`config.mk`:
```
export PLATFORM = sky130hd
export DESIGN_NAME = ser_frame_tx
export DESIGN_NICKNAME = d
export VERILOG_FILES = /design/src/rtl/ser_frame_pkg.sv /design/src/rtl/ser_frame_tx_bit_tick_gen.sv /design/src/rtl/ser_frame_tx.sv
export SDC_FILE = /design/constraint.sdc
export NUM_CORES = 1
export LEC_CHECK = 0
export BUFFER_PORTS_ARGS = -buffer_cell sky130_fd_sc_hd__buf_2
export CORE_ASPECT_RATIO = 0.8
export CORE_MARGIN = 8
export CORE_UTILIZATION = 54
export CTS_CLUSTER_DIAMETER = 80
export DETAILED_ROUTE_END_ITERATION = 7
export GPL_TIMING_DRIVEN = 1
export PLACE_DENSITY = 0.79
export SLEW_MARGIN = 20
export SYNTH_ARGS = -nofsm -noshare
export SYNTH_HDL_FRONTEND = slang
export SYNTH_SLANG_ARGS = --single-unit
```
`constraint.sdc`:
```
create_clock -name clk -period 2.1 [get_ports clk]
set_clock_uncertainty 0.2 [all_clocks]
set_input_delay 0.105 -clock clk [delete_from_list [all_inputs] [get_ports clk]]
set_output_delay 0.105 -clock clk [all_outputs]
set_load 0.005 [all_outputs]
```
`src/rtl/ser_frame_pkg.sv`:
```
`default_nettype none
// ============================================================================
//  Module      : ser_frame_pkg
//  Description : Shared state encoding and line-level constant for the
//                ser_frame_tx serial frame transmitter.
//                The PARITY state exists only when SER_FRAME_TX_PARITY_EN
//                is defined.
//  Revision    : 1.0  initial release
// ============================================================================
package ser_frame_pkg;

    // Level the serial line rests at between frames (also the stop level).
    localparam logic c_IDLE_LEVEL = 1'b1;

    typedef enum logic [2:0] {
        ST_IDLE   = 3'd0,
        ST_START  = 3'd1,
        ST_DATA   = 3'd2,
`ifdef SER_FRAME_TX_PARITY_EN
        ST_PARITY = 3'd3,
`endif
        ST_STOP   = 3'd4
    } state_e;

endpackage : ser_frame_pkg
`default_nettype wire

```
`src/rtl/ser_frame_tx_bit_tick_gen.sv`:
```
`default_nettype none
// ============================================================================
//  Module      : bit_tick_gen
//  Description : Bit-period counter for ser_frame_tx. Counts 0..CLKS_PER_BIT-1
//                and wraps; tick is high on the last cycle of each period.
//                clear holds the count at zero so a period starts cleanly.
//                With CLKS_PER_BIT=1 every cycle is a full bit period.
//  Revision    : 1.0  initial release
// ============================================================================
module bit_tick_gen #(
    parameter int CLKS_PER_BIT = 4
) (
    input  logic clk,
    input  logic rst,
    input  logic clear,
    output logic tick
);

    generate
        if (CLKS_PER_BIT > 1) begin : g_cnt
            localparam int CW = $clog2(CLKS_PER_BIT);
            localparam logic [CW-1:0] c_LAST = CW'(CLKS_PER_BIT - 1);

            logic [CW-1:0] r_cnt_q;
            logic [CW-1:0] w_cnt_d;

            // Next count: held at zero while cleared, wraps after the last cycle.
            always_comb begin
                w_cnt_d = r_cnt_q;
                if (clear || (r_cnt_q == c_LAST)) begin
                    w_cnt_d = '0;
                end else begin
                    w_cnt_d = r_cnt_q + CW'(1);
                end
            end

            // Count register, asynchronously cleared by the active-low reset.
            always_ff @(posedge clk or negedge rst) begin
                if (!rst) begin
                    r_cnt_q <= '0;
                end else begin
                    r_cnt_q <= w_cnt_d;
                end
            end

            assign tick = (r_cnt_q == c_LAST);
        end else begin : g_no_cnt
            // One clock per bit: no state needed, every cycle ends a period.
            logic w_unused_inputs;
            assign w_unused_inputs = clk ^ rst ^ clear;
            assign tick            = 1'b1;
        end
    endgenerate

endmodule : bit_tick_gen
`default_nettype wire

```
`src/rtl/ser_frame_tx.sv`:
```
`default_nettype none
// ============================================================================
//  Module      : ser_frame_tx
//  Description : Parallel-to-serial frame transmitter. Frame is a low start
//                bit, DATA_W payload bits LSB first, an optional even-parity
//                bit, and a high stop bit; each bit lasts CLKS_PER_BIT clocks.
//                Build option: define SER_FRAME_TX_PARITY_EN to insert the
//                even-parity bit between payload and stop bit.
//  Revision    : 1.0  initial release
// ============================================================================
module ser_frame_tx
    import ser_frame_pkg::*;
#(
    parameter int DATA_W       = 8,
    parameter int CLKS_PER_BIT = 4
) (
    input  logic              clk,
    input  logic              rst,
    input  logic [DATA_W-1:0] data,
    input  logic              valid,
    output logic              ready,
    output logic              tx,
    output logic              busy
);

    localparam int BW = $clog2(DATA_W + 1);
    localparam logic [BW-1:0] c_LAST_BIT = BW'(DATA_W - 1);

    state_e            r_state_q,   w_state_d;
    logic [DATA_W-1:0] r_shift_q,   w_shift_d;
    logic [BW-1:0]     r_bit_cnt_q, w_bit_cnt_d;
    logic              r_tx_q,      w_tx_d;
`ifdef SER_FRAME_TX_PARITY_EN
    logic              r_parity_q,  w_parity_d;
`endif

    logic w_tick;
    logic w_clear;
    logic w_accept;

    assign ready    = (r_state_q == ST_IDLE);
    assign busy     = ~ready;
    assign tx       = r_tx_q;
    assign w_accept = valid & ready;

    // Bit-period timer held in reset while idle so START begins a fresh period.
    assign w_clear = (r_state_q == ST_IDLE);

    bit_tick_gen #(
        .CLKS_PER_BIT (CLKS_PER_BIT)
    ) u_bit_tick_gen (
        .clk   (clk),
        .rst   (rst),
        .clear (w_clear),
        .tick  (w_tick)
    );

    // Next-state, shift register, bit counter and next line level.
    always_comb begin
        w_state_d   = r_state_q;
        w_shift_d   = r_shift_q;
        w_bit_cnt_d = r_bit_cnt_q;
`ifdef SER_FRAME_TX_PARITY_EN
        w_parity_d  = r_parity_q;
`endif
        case (r_state_q)
            ST_IDLE: begin
                if (w_accept) begin
                    w_state_d  = ST_START;
                    w_shift_d  = data;
`ifdef SER_FRAME_TX_PARITY_EN
                    w_parity_d = ^data;
`endif
                end
            end
            ST_START: begin
                if (w_tick) begin
                    w_state_d   = ST_DATA;
                    w_bit_cnt_d = '0;
                end
            end
            ST_DATA: begin
                if (w_tick) begin
                    w_shift_d   = r_shift_q >> 1;
                    w_bit_cnt_d = r_bit_cnt_q + BW'(1);
                    if (r_bit_cnt_q == c_LAST_BIT) begin
`ifdef SER_FRAME_TX_PARITY_EN
                        w_state_d = ST_PARITY;
`else
                        w_state_d = ST_STOP;
`endif
                    end
                end
            end
`ifdef SER_FRAME_TX_PARITY_EN
            ST_PARITY: begin
                if (w_tick) begin
                    w_state_d = ST_STOP;
                end
            end
`endif
            ST_STOP: begin
                if (w_tick) begin
                    w_state_d = ST_IDLE;
                end
            end
            default: begin
                w_state_d = ST_IDLE;
            end
        endcase

        // The line is registered, so it is derived from the state being entered.
        w_tx_d = c_IDLE_LEVEL;
        case (w_state_d)
            ST_IDLE:   w_tx_d = c_IDLE_LEVEL;
            ST_START:  w_tx_d = ~c_IDLE_LEVEL;
            ST_DATA:   w_tx_d = w_shift_d[0];
`ifdef SER_FRAME_TX_PARITY_EN
            ST_PARITY: w_tx_d = w_parity_d;
`endif
            ST_STOP:   w_tx_d = c_IDLE_LEVEL;
            default:   w_tx_d = c_IDLE_LEVEL;
        endcase
    end

    // State and datapath registers; reset aborts any frame immediately.
    always_ff @(posedge clk or negedge rst) begin
        if (!rst) begin
            r_state_q   <= ST_IDLE;
            r_shift_q   <= '0;
            r_bit_cnt_q <= '0;
            r_tx_q      <= c_IDLE_LEVEL;
`ifdef SER_FRAME_TX_PARITY_EN
            r_parity_q  <= 1'b0;
`endif
        end else begin
            r_state_q   <= w_state_d;
            r_shift_q   <= w_shift_d;
            r_bit_cnt_q <= w_bit_cnt_d;
            r_tx_q      <= w_tx_d;
`ifdef SER_FRAME_TX_PARITY_EN
            r_parity_q  <= w_parity_d;
`endif
        end
    end

endmodule : ser_frame_tx
`default_nettype wire

```
[After elaboration in Yosys (flattened, before gate mapping)]
Cells that the tools add are included.
W data, S select, Z words.
Storage, ports and cells
  register bits: 18
  latch bits: 0
  RAM bits: 0
  bits in read-only memories: 0
  input bits: 11
  output and inout bits: 3
  memories: 0
Cells by class
  add/subtract/negate cells: 2
  multipliers: 0
  div/mod/pow operators: 0
  order comparisons: 0
  equality and inequality tests: 10
  shift operators: 0
  mux-type cells: 14
  bitwise logic cells: 2
  reductions and logical operators: 6
Operators by type and width (count)
  $mux W8: 2
  $pmux W8 S2: 1
  $mux W3: 5
  $pmux W3 S4: 1
  $mux W4: 2
  $pmux W4 S2: 1
  $eq A3 B1 Y1 const B: 2
  $eq A3 B2 Y1 const B: 2
  $ne A2 B1 Y1 const B: 3
  $reduce_and A3 Y1: 2
  $add A4 B1 Y4 const B: 1
  $eq A4 B3 Y1 const B: 1
  $reduce_bool A2 Y1: 2
  $eq A3 B3 Y1 const B: 1
  $logic_not A3 Y1: 1
  $add A2 B1 Y2 const B: 1
  $eq A2 B2 Y1 const B: 1
  $mux W2: 1
  $pmux W1 S2: 1
  $and A1 B1 Y1: 1
  $logic_or A1 B1 Y1: 1
  $not A1 Y1: 1

[Depth between registers and ports, before layout]
  depth after elaboration: 6
  mapped depth: 5
  gate-level depth less buffers: 4

[Modules after synthesis]
Synthesis repeated with hierarchy kept, for this count alone.
Unflattened totals
  cell total of the unflattened synthesis: 93
  area, all modules: 985.9 µm²
Modules (own cells, without submodules)
  ser_frame_tx: instances 1, cells each 88, area each 900.9 µm², seq. area each 401.6 µm²
  bit_tick_gen: instances 1, cells each 5, area each 85.1 µm², seq. area each 50.0 µm²

[Worst setup path before layout]
Ideal clock, no wire load.
  path kind: reg2reg
  from: register u_bit_tick_gen.g_cnt.r_cnt_q[0]
  to: register r_tx_q (netlist: tx)
  setup time: 98 ps
  data arrival time: 1320 ps
  data required time: 1802 ps
  path slack: 482 ps
  stages on the path, launching flop included: 6
  path buffers: 1
  path through: dfrtp_1 > ha_1 > buf_2 > and4b_1 > o41ai_1 > a31oi_1
On the way
  cells in the longest elaborated chain, start to end: 5
  elaborated cells on any way between the ends: 10
RTL lines
  start: declaration: line ser_frame_tx_bit_tick_gen.sv:24  | logic [CW-1:0] r_cnt_q;
  start signal: assignment: line ser_frame_tx_bit_tick_gen.sv:42  | r_cnt_q <= w_cnt_d;
  $eq A2 B2 Y1 *: line ser_frame_tx_bit_tick_gen.sv:46  | assign tick = (r_cnt_q == c_LAST);
  $mux W3, on equally long branches: line ser_frame_tx.sv:103, ser_frame_tx.sv:77, ser_frame_tx.sv:83
  $pmux W3 S4 *: line ser_frame_tx.sv:66  | case (r_state_q)
  net w_state_d[1]: line ser_frame_tx.sv:29  | state_e r_state_q, w_state_d;
  $eq A3 B2 Y1 or $eq A3 B1 Y1 (tied branches): line ser_frame_tx.sv:114  | case (w_state_d)
  $pmux W1 S2 *: line ser_frame_tx.sv:114
  net w_tx_d: line ser_frame_tx.sv:32  | logic r_tx_q, w_tx_d;
  end signal: assignment: line ser_frame_tx.sv:132  | r_tx_q <= c_IDLE_LEVEL;
  end signal: assignment: line ser_frame_tx.sv:140  | r_tx_q <= w_tx_d;
  end: declaration: line ser_frame_tx.sv:32
Mark *: on every way through the listed nets, which the timed path passes. The rest lies on a longest branch. The select of a mux whose other input is x is not followed.
A chain may end at the register's enable or synchronous reset.

[Worst setup path in the final report]
  from: register r_state_q[1]
  to: output busy
On the way
  cells in the longest elaborated chain, start to end: 2
RTL lines
  start: declaration: line ser_frame_tx.sv:29
  start signal: assignment: line ser_frame_tx.sv:137  | r_state_q <= w_state_d;
  $logic_not A3 Y1: line ser_frame_tx.sv:41  | assign ready = (r_state_q == ST_IDLE);
  $not A1 Y1: line ser_frame_tx.sv:42  | assign busy = ~ready;
  end: declaration: line ser_frame_tx.sv:23  | output logic busy
No other way between the ends.

==> reports/results.ini <==
[status]
outcome=finished, final reports clean

[power_and_ir_drop]
power_frac_seq_pct=47.9
vdd_ir_drop_max_v=0.000752
power.leakage_nw=0.538
p_clk_share_pct=16.4
p_sw_share_pct=35.9
power.internal_mw=0.808
combPwrFrac_pct=35.7
switchingPower_mw=0.453
power_density_nw_per_um2=1090

[synth]
syn_nets=106
syn_area_sq_um=963
syn_inst=93
synthMostInstantiatedCell=dfrtp_1
synth_common_cells=dfrtp_1, nand2_1, a22oi_1, nand3_1
synth_edf_count=0
synthTopCellsByArea=dfrtp_1, a22oi_1, nand2_1
synth.avg_cell_area_sq_um=10.4
synthFlopType=dfrtp_1
ys_types=36
synth_seq_area_share_pct=46.9
synth_top_area_share_pct=44.2
yosys_register_bits=18
yosys.area.top_type=dfrtp_1
ys_warn_count=0
async_reset_ff_share_pct=100

[route]
vias=810
drt-wirelength-per-cell_microns=15.6
routed_wirelength_microns=2120
ant_nets=0
viasPerCell=5.96
drtIter0Drc=27
drc_errors=0
first_pass_iters=4

[die]
die_w_microns=63.2
std_cell_rows=13
die_h_microns=53.8
ios=14
fp.coreArea_sq_um=1660
design.die.area_sq_um=3400
initial_core_util_pct=58.1

[hold_path]
hold_path.class=input pin to async pin

[global_route]
grt_pass1_wl_microns=3680
grt_use_met1_pct=15.5
gr-max-usage-layer=met2
grt-ovfl-total=0
antenna_found_initial=0
grt_use_met3_pct=5.38
grt_usage_pct=14.0
grt_use_met2_pct=24.3
grt_pass1_vias=806
grt_max_degree=19

[placed_design]
hpwl_microns=1430
io_buffers=13
gp_congestion=0.867

[clock_network]
cts_tree=built
cts_max_level=1
cts_root_buffer=clkbuf_4
clkLatencyLatePin_ns=0.29
clock_tree.buffer_depth=2
clock_sinks=18
path_clk_slew_ns=0.09
cts_made_buffers=3

[timing]
hold_viol_final=0
slew_violations=0
worstMarginPinSlew_ns=0.530
slew_headroom_pct=64.7
setup_violations=0
fin_crit_sh_pct=86.0
max_freq_mhz=554
finalSetupTns_ns=0
rsz0062_at_grt=no
fin_crit_ns=1.81

[critical_path]
cp.arrival_ns=1.50
crit_required_ns=1.79
worstPathMaxFanout=16
critPathLaunchType=flop
crit_type=flop to output port
setup.worst_path.end_class=output port

[finish]
antennaDiodeCount=0
syn2layout_area_growth_pct=20.0
finalNetCount=128
layout-drive-gt1-share_pct=21.1
fillCellCount=130
utilization_pct=69.7

[flow_run]
drv_cap=0

## through the flow
step,area [sq um],hold WS [ns],total power [mW],cells,setup slack [ns]
after detailed placement,1020,-0.149,1.05,122,0.330
after global routing,1160,0.105,1.37,136,0.144
after global placement,1020,-0.151,1.02,122,0.396
final,1160,0.0760,1.26,136,0.293
after floorplan,963,-0.391,0.928,93,0.482
after CTS,1160,0.0621,1.27,136,0.280
## layer usage
| metal | share of wire [%] | routed length (microns) |
|---|---|---|
| met1 | 43 | 907 |
| met2 | 48 | 1030 |
| met3 | 5.8 | 124 |
| met4 | 2.9 | 61 |
| met5 | 0 | 0 |
## area by class of cell
| cell class | instances | area [sq um] | share of cell area, % |
|---|---|---|---|
| Sequential cell | 18 | 452 | 39.1 |
| Multi-Input combinational cell | 64 | 449 | 38.9 |
| Timing Repair Buffer | 25 | 180 | 15.6 |
| Clock buffer | 4 | 36.3 | 3.14 |
| Tap cell | 22 | 27.5 | 2.38 |
| Inverter | 3 | 11.3 | 0.974 |
## worst max-delay path, cell delays in order, from the launching register on
cell and delay [ns]:
dfrtp_1 0.58, nor3_1 0.43, inv_1 0.07, buf_2 0.13
## sequential cells by signal, summed over array words and instances, names as in the netlist
signal	cells
r_shift_q	8
r_bit_cnt_q	4
tx	1
u_bit_tick_gen.g_cnt.r_cnt_q	2
r_state_q	3
## worst paths after layout
path,slack [ns],from,depth (start not counted),endpoint
max reg2reg,0.30,u_bit_tick_gen.g_cnt.r_cnt_q[0]$_DFF_PN0_,4,tx$_DFF_PN1_
max,0.29,r_state_q[1]$_DFF_PN0_,3,busy
min in group clk,0.24,u_bit_tick_gen.g_cnt.r_cnt_q[0]$_DFF_PN0_,1,u_bit_tick_gen.g_cnt.r_cnt_q[0]$_DFF_PN0_
min,0.08,rst,2,r_shift_q[7]$_DFFE_PN0P_
min reg2reg,0.24,u_bit_tick_gen.g_cnt.r_cnt_q[0]$_DFF_PN0_,1,u_bit_tick_gen.g_cnt.r_cnt_q[0]$_DFF_PN0_
max in group asynchronous,1.31,rst,2,tx$_DFF_PN1_
## power groups by stage
stage	clock network [mW]	registers, mW	logic, mW
after floorplan	0	0.551	0.377
after global placement	0	0.602	0.416
after detailed placement	0	0.609	0.438
after CTS	0.214	0.603	0.451
after global routing	0.231	0.625	0.511
final	0.207	0.605	0.450
## layout by cell type, fill, tap and decap left out, types with 2 or more instances in the layout
cell and count:
clkbuf_4 3, nor3_1 2, inv_1 2, a21o_1 2, a31oi_1 2, o21ai_1 3
nand2_1 10, a22oi_1 8, buf_4 2, nand3_1 7, ha_1 2, a21oi_1 3
dlygate4sd3_1 10, nand2b_1 5, nor3b_1 2, buf_2 13, dfrtp_1 17
## cells by family (layout without fill, tap and decap cells)
family | after synthesis | count (layout) | share of synthesized area, %
compound gates | 24 | 24 | 17.1
simple gates | 38 | 38 | 26.9
flops | 18 | 18 | 46.9
fa+ha+maj | 2 | 2 | 2.60
buf+inv | 11 | 32 | 6.49
## timing repair
action / CTS / global route
buffers inserted: 0 / 0
resized for setup: 0 / 0
endpoints found under the hold margin: 28 / 0
hold buffers: 10 / 0
(Power assumes the default switching activity.)
